**config.mk**
```make
export PLATFORM = sky130hd
export DESIGN_NAME = cam_pattern_gen_flat
export DESIGN_NICKNAME = d
export VERILOG_FILES = /design/src/rtl/cam_pattern_gen_if.sv /design/src/rtl/cam_pattern_gen.sv /design/src/flat_wrapper.sv
export SDC_FILE = /design/constraint.sdc
export NUM_CORES = 1
export LEC_CHECK = 0
export CAP_MARGIN = 15
export CORE_MARGIN = 2
export CORE_UTILIZATION = 47
export CTS_BUF_LIST = sky130_fd_sc_hd__clkbuf_4
export DETAILED_ROUTE_END_ITERATION = 8
export GPL_ROUTABILITY_DRIVEN = 1
export PLACE_DENSITY = 0.66
export SYNTH_ARGS = -nofsm -noshare
export SYNTH_HDL_FRONTEND = slang
export SYNTH_SLANG_ARGS = --single-unit
```
**constraint.sdc**
```tcl
create_clock -name clk -period 4.1 [get_ports clk]
set_input_delay 0.82 -clock clk [delete_from_list [all_inputs] [get_ports clk]]
set_output_delay 0.82 -clock clk [all_outputs]
set_load 0.01 [all_outputs]
```
**src/rtl/cam_pattern_gen_if.sv**
```systemverilog
// Camera-side signal bundle for cam_pattern_gen: run controls in, sensor-style
// VSYNC/HREF/DATA plus frame status out.
interface cam_pattern_gen_if;
  logic       enable;
  logic [1:0] pattern_sel;
  logic       cam_vsync;
  logic       cam_href;
  logic [7:0] cam_d;
  logic       frame_done;
  logic [7:0] frame_count;
  logic       busy;

  modport master (
    input  enable, pattern_sel,
    output cam_vsync, cam_href, cam_d, frame_done, frame_count, busy
  );

  modport slave (
    output enable, pattern_sel,
    input  cam_vsync, cam_href, cam_d, frame_done, frame_count, busy
  );
endinterface

```
**src/rtl/cam_pattern_gen.sv**
```systemverilog
// Synthetic camera source: sensor-style frame timing with run-time selectable
// test patterns. Define CAMGEN_LFSR_EN to turn pattern 3 into an LFSR stream.
module cam_pattern_gen #(
  parameter int unsigned H_ACTIVE = 160,
  parameter int unsigned H_BLANK  = 40,
  parameter int unsigned V_SYNC   = 3,
  parameter int unsigned V_BACK   = 10,
  parameter int unsigned V_ACTIVE = 120,
  parameter int unsigned V_FRONT  = 2
) (
  input  logic                  clk,
  input  logic                  reset,
  cam_pattern_gen_if.master     bus
);

  localparam int unsigned H_TOTAL    = H_ACTIVE + H_BLANK;
  localparam logic [11:0] H_LAST     = 12'(H_TOTAL - 1);
  localparam logic [11:0] H_ACT      = 12'(H_ACTIVE);
  localparam logic [11:0] SYNC_LAST  = 12'(V_SYNC - 1);
  localparam logic [11:0] BACK_LAST  = 12'(V_BACK - 1);
  localparam logic [11:0] ACT_LAST   = 12'(V_ACTIVE - 1);
  localparam logic [11:0] FRONT_LAST = 12'(V_FRONT - 1);
  localparam bit          HAS_BACK   = (V_BACK != 0);

  typedef enum logic [2:0] {
    IDLE,
    SYNC,
    BACK,
    ACTIVE,
    FRONT
  } state_t;

  state_t      state_q, state_d;
  logic [11:0] hcnt_q, hcnt_d;
  logic [11:0] vcnt_q, vcnt_d;
  logic [1:0]  psel_q, psel_d;
  logic        vsync_q, vsync_d;
  logic        href_q, href_d;
  logic [7:0]  camd_q, camd_d;
  logic        done_q, done_d;
  logic [7:0]  fcnt_q, fcnt_d;
  logic        busy_q, busy_d;

  logic        line_end;
  logic        last_line;
  logic        advance;
  logic        start;

`ifdef CAMGEN_LFSR_EN
  logic [7:0]  lfsr_q, lfsr_d;
`endif

  always_ff @(posedge clk) begin
    if (reset) begin
      state_q <= IDLE;
      hcnt_q  <= '0;
      vcnt_q  <= '0;
      psel_q  <= '0;
      vsync_q <= 1'b0;
      href_q  <= 1'b0;
      camd_q  <= '0;
      done_q  <= 1'b0;
      fcnt_q  <= '0;
      busy_q  <= 1'b0;
`ifdef CAMGEN_LFSR_EN
      lfsr_q  <= 8'h01;
`endif
    end else begin
      state_q <= state_d;
      hcnt_q  <= hcnt_d;
      vcnt_q  <= vcnt_d;
      psel_q  <= psel_d;
      vsync_q <= vsync_d;
      href_q  <= href_d;
      camd_q  <= camd_d;
      done_q  <= done_d;
      fcnt_q  <= fcnt_d;
      busy_q  <= busy_d;
`ifdef CAMGEN_LFSR_EN
      lfsr_q  <= lfsr_d;
`endif
    end
  end

  // Next-state and counters; outputs below are derived from the *next* state so
  // that every registered output lines up with the state it describes.
  always_comb begin
    state_d   = state_q;
    hcnt_d    = hcnt_q;
    vcnt_d    = vcnt_q;
    start     = 1'b0;
    line_end  = (hcnt_q == H_LAST);

    case (state_q)
      SYNC:    last_line = (vcnt_q == SYNC_LAST);
      BACK:    last_line = (vcnt_q == BACK_LAST);
      ACTIVE:  last_line = (vcnt_q == ACT_LAST);
      FRONT:   last_line = (vcnt_q == FRONT_LAST);
      default: last_line = 1'b0;
    endcase
    advance = line_end && last_line;

    if (state_q == IDLE) begin
      hcnt_d = '0;
      vcnt_d = '0;
    end else begin
      hcnt_d = line_end ? '0 : hcnt_q + 12'd1;
      if (advance) begin
        vcnt_d = '0;
      end else if (line_end) begin
        vcnt_d = vcnt_q + 12'd1;
      end
    end

    case (state_q)
      IDLE: begin
        if (bus.enable) begin
          state_d = SYNC;
          start   = 1'b1;
        end
      end
      SYNC: begin
        if (advance) state_d = HAS_BACK ? BACK : ACTIVE;
      end
      BACK: begin
        if (advance) state_d = ACTIVE;
      end
      ACTIVE: begin
        if (advance) state_d = FRONT;
      end
      FRONT: begin
        if (advance) begin
          if (bus.enable) begin
            state_d = SYNC;
            start   = 1'b1;
          end else begin
            state_d = IDLE;
          end
        end
      end
      default: state_d = IDLE;
    endcase

    psel_d = start ? bus.pattern_sel : psel_q;
  end

  always_comb begin
    vsync_d = (state_d == SYNC);
    href_d  = (state_d == ACTIVE) && (hcnt_d < H_ACT);
    busy_d  = (state_d != IDLE);
    done_d  = (state_d == FRONT) && (hcnt_d == H_LAST) && (vcnt_d == FRONT_LAST);
    fcnt_d  = done_d ? fcnt_q + 8'd1 : fcnt_q;

    camd_d  = '0;
    if (href_d) begin
      case (psel_q)
        2'd0:    camd_d = hcnt_d[7:0];
        2'd1:    camd_d = vcnt_d[7:0];
        2'd2:    camd_d = (hcnt_d[3] ^ vcnt_d[3]) ? 8'hFF : 8'h00;
`ifdef CAMGEN_LFSR_EN
        default: camd_d = lfsr_q;
`else
        default: camd_d = fcnt_q;
`endif
      endcase
    end
  end

`ifdef CAMGEN_LFSR_EN
  // x^8+x^6+x^5+x^4+1, shifted left; only steps on bytes actually emitted.
  always_comb begin
    lfsr_d = lfsr_q;
    if (start) begin
      lfsr_d = 8'h01;
    end else if (href_d) begin
      lfsr_d = {lfsr_q[6:0], lfsr_q[7] ^ lfsr_q[5] ^ lfsr_q[4] ^ lfsr_q[3]};
    end
  end
`endif

  assign bus.cam_vsync   = vsync_q;
  assign bus.cam_href    = href_q;
  assign bus.cam_d       = camd_q;
  assign bus.frame_done  = done_q;
  assign bus.frame_count = fcnt_q;
  assign bus.busy        = busy_q;

endmodule

```
**src/flat_wrapper.sv**
```systemverilog
// flat-port wrapper written by rule: the top's interface ports become plain ports
module cam_pattern_gen_flat 
#(
  parameter int unsigned H_ACTIVE = 160,
  parameter int unsigned H_BLANK  = 40,
  parameter int unsigned V_SYNC   = 3,
  parameter int unsigned V_BACK   = 10,
  parameter int unsigned V_ACTIVE = 120,
  parameter int unsigned V_FRONT  = 2
)
  (clk, reset, bus_enable, bus_pattern_sel, bus_cam_vsync, bus_cam_href, bus_cam_d, bus_frame_done, bus_frame_count, bus_busy);
  cam_pattern_gen_if bus_i ();
  input  logic clk;
  input  logic reset;
  input wire logic [$bits(bus_i.enable)-1:0] bus_enable;
  input wire logic [$bits(bus_i.pattern_sel)-1:0] bus_pattern_sel;
  output wire logic [$bits(bus_i.cam_vsync)-1:0] bus_cam_vsync;
  output wire logic [$bits(bus_i.cam_href)-1:0] bus_cam_href;
  output wire logic [$bits(bus_i.cam_d)-1:0] bus_cam_d;
  output wire logic [$bits(bus_i.frame_done)-1:0] bus_frame_done;
  output wire logic [$bits(bus_i.frame_count)-1:0] bus_frame_count;
  output wire logic [$bits(bus_i.busy)-1:0] bus_busy;
  assign bus_i.enable = bus_enable;
  assign bus_i.pattern_sel = bus_pattern_sel;
  assign bus_cam_vsync = bus_i.cam_vsync;
  assign bus_cam_href = bus_i.cam_href;
  assign bus_cam_d = bus_i.cam_d;
  assign bus_frame_done = bus_i.frame_done;
  assign bus_frame_count = bus_i.frame_count;
  assign bus_busy = bus_i.busy;
  cam_pattern_gen #(.H_ACTIVE(H_ACTIVE), .H_BLANK(H_BLANK), .V_SYNC(V_SYNC), .V_BACK(V_BACK), .V_ACTIVE(V_ACTIVE), .V_FRONT(V_FRONT)) u_core (.clk(clk), .reset(reset), .bus(bus_i));
endmodule
```
==> run metrics <==
status=complete, no violations; unrepaired setup endpoints after global routing=no; clock slew at reported path FFs=around 0.15 ns; CP bufs+invs=0; main combinational cell family by area after synthesis=simple AND/OR/NAND/NOR gates; Die ar.=6560 sq um; Hold-fix buffers, CTS=0; clock buffer depth=2; Yosys warning count=0; final setup vio count=0; RR Endpoint=u_core.bus.frame_count[5]; Leak Pwr=0.9792 nW; type of origin of the critical path=register; DR vias/cell=5.627; worst reg2reg startpoint=u_core.hcnt_q[9]; Slowest-stage cell, CP=or4_1; Critical Path Start=u_core.hcnt_q[9]; Worst Setup EP=u_core.bus.frame_count[5]; vias=2386; Worst Hold Launch=u_core.bus.frame_count[7]; Root Driver=clkbuf_4; WL per Instance=approximately 15 microns; Distinct cells, synth=between 50 and 60; mux cell area share after synthesis=3.009%; Routed Antenna Nets=0; CP Depth=8; worst slew pin tran=between 0.6 and 0.7 ns; final net count=356; PostCTS Resize Cnt=0; Crit path max-delay family=simple AND/OR/NAND/NOR gates; Slew Limit Fails=0; initial drt markers=118; I/O pin total=25; First-pass DRT Iterations=4; share of post-route cells with drive strength above 1=roughly 10%; Synth Area in XOR/XNOR=8.487%; reg2reg setup slack=0.92 ns; CP Cell Sequence=or3_4 > or4_1 > nor3_4 > mux2i_1 > a31o_2 > nand3_2 > nor3_1 > mux2_1; R2R depth=8; global-route wire length before repair=10790 microns; post-placement cell count=approximately 420; pin count of the biggest net entering global routing=37; core footprint=5816 sq um; gr ovfl total=0; TritonCTS Buffers=5; Syn Std Cell Area=2786 sq um; Post-Synth Simple-Gate Area=between 30% and 40%; Gate Count Post-Synth=332; syn avg cell area=8.393 sq um; net count after synthesis=340; Die Ht=approximately 80 microns; placed inst area=3054 sq um; Post-route DRC=0; Worst slew margin=55.99%; Peak VDD IR=0.1866 mV; htree depth=2; Post-CTS Setup Bufs=0; Post-synth EDFFs=0; post-place setup slack=roughly 0.94 ns; fin area=~3100 sq um; FFs w/ async S/R, synth=0%; initial core utilization=a little under half; Setup Skew=0.01475 ns; Synth-to-Final Area Change=11.72%; CTS tree=done; sequential element share of the synthesized area=between 30% and 40%; post-route setup TNS=0 ns; WS Path Type=reg -> reg; GRT Total Usage=21.14%; post-layout min period=~3.2 ns; Pwr Density=between 200 and 250 nW/um^2; # port buffers=24; CP Capture Type=register; chip width=81.00 microns; CTS sink count=49; vias in the first global route=2217; detailed placement HPWL=between 4000 and 5000 microns; dominant register cell in the synthesized netlist=dfxtp_1; post-synthesis adder-cell area fraction=1.347%; total power=roughly 0.00077 W; #FFs+latches synth=49; Max-Cap Viols=0; Arr. time, crit path=3.44 ns; critical path's largest stage delay=0.76 ns; Synth Area in Compound Gates=14.59%; post-route setup slack=0.9229 ns; number of diodes=0; non-filler cells, final=424; Rows=28; worst hold path class=reg -> reg; clk_lat worst skew=0.37 ns; Max Fanout on Critical Path=11; Final Cycle Share=77.49%; WL final=between 6000 and 7000 microns; Fin. Hold Viols=0; RD Place Congestion=0.8715; Worst EP required=4.37 ns; initial antenna violation count=0; fmax=314.8 MHz
## worst reg2reg max path, delay by kind of cell (launching register included)
family | cells | cell delay, ns
AOI/OAI and AO/OA | 1 | 0.22
and+or+nand+nor | 5 | 1.91
DFF | 1 | 0.38
muxes | 2 | 0.56
## power by group
group / leakage (nW) / internal, W / switching (W)
clock network: 0.0360 / 0.0000756 / 0.000159
registers: 0.396 / 0.000481 / 0.00000906
logic: 0.547 / 0.0000171 / 0.0000311
total: 0.979 / 0.000573 / 0.000199
## stage by stage
step / hold WS (ns) / util (%)
floorplan: 0.4494 / -
global placement: 0.4750 / 52.52
detailed placement: 0.4813 / 52.52
CTS: 0.5152 / 53.53
global route: 0.5327 / 53.53
finish: 0.5244 / 53.53
## layout make-up
type                    instances  area [sq um]
clock buffers                   6         45.04
clock inverters                 2         13.76
multi-input cells             257          1690
fillers                       570          2703
inverters                       9         33.78
repair buffers                 26         255.2
well taps                      75         93.84
flip-flops and latches         49         980.9
## how the worst min path moves through the flow
| stage | end | depth (start not counted) | slack [ns] |
|---|---|---|---|
| floorplan | u_core.hcnt_q[0] | 1 | 0.45 |
| global placement | u_core.hcnt_q[0] | 1 | 0.47 |
| detailed placement | u_core.hcnt_q[0] | 1 | 0.48 |
| CTS | u_core.hcnt_q[0] | 1 | 0.52 |
| global route | u_core.hcnt_q[0] | 1 | 0.53 |
| finish | u_core.bus.frame_count[7] | 2 | 0.52 |
## Yosys cell counts, types with 6 or more instances
library cell  count  area (sq um)
nand3_1          19         95.09
inv_1             8         30.03
o21ai_0           9         45.04
xor2_1           10         87.58
xnor2_1          17         148.9
nor3_1           30         150.1
dfxtp_1          49         980.9
nand2_1          29         108.9
a21oi_1          14         70.07
clkbuf_1         13         48.80
nor2_1           40         150.1
nor2b_1           8         50.05
nand4_1           6         37.54
## routing by layer
| metal | share of wire, % | up-vias | global-route usage, % |
|---|---|---|---|
| li1 | - | 1208 | - |
| met1 | 49 | 1125 | 29.57 |
| met2 | 46 | 44 | 32.89 |
| met3 | 2.9 | 9 | 3.889 |
| met4 | 1.6 | 0 | 6.780 |
| met5 | 0 | - | 0 |
## cell usage in the layout (no fill, tap or decap), drive strengths merged, types with 11 or more instances in the layout
cell	synthesis	routed
dfxtp	49	49
nor2	40	40
nor3	32	32
nand2	30	30
clkdlybuf4s50	0	24
nand3	20	20
xnor2	17	17
a21oi	14	14
o21ai	11	11
## flip-flops by register name, indices dropped and copies added (netlist names)
register / flops
u_core.psel_q: 2
u_core.vcnt_q: 12
u_core.bus.cam_d: 8
u_core.state_q: 3
u_core.bus.cam_href: 1
u_core.bus.busy: 1
u_core.bus.frame_done: 1
u_core.hcnt_q: 12
u_core.bus.frame_count: 8
u_core.bus.cam_vsync: 1
## logic make-up after synthesis
group / Yosys count
adder cells (fa/ha/maj): 3
XOR/XNOR: 27
buffers and inverters: 26
AO/OA/AOI/OAI: 47
multiplexers: 8
flip-flops: 49
AND/OR/NAND/NOR: 172
No activity file was read; power rests on OpenSTA's default activity.
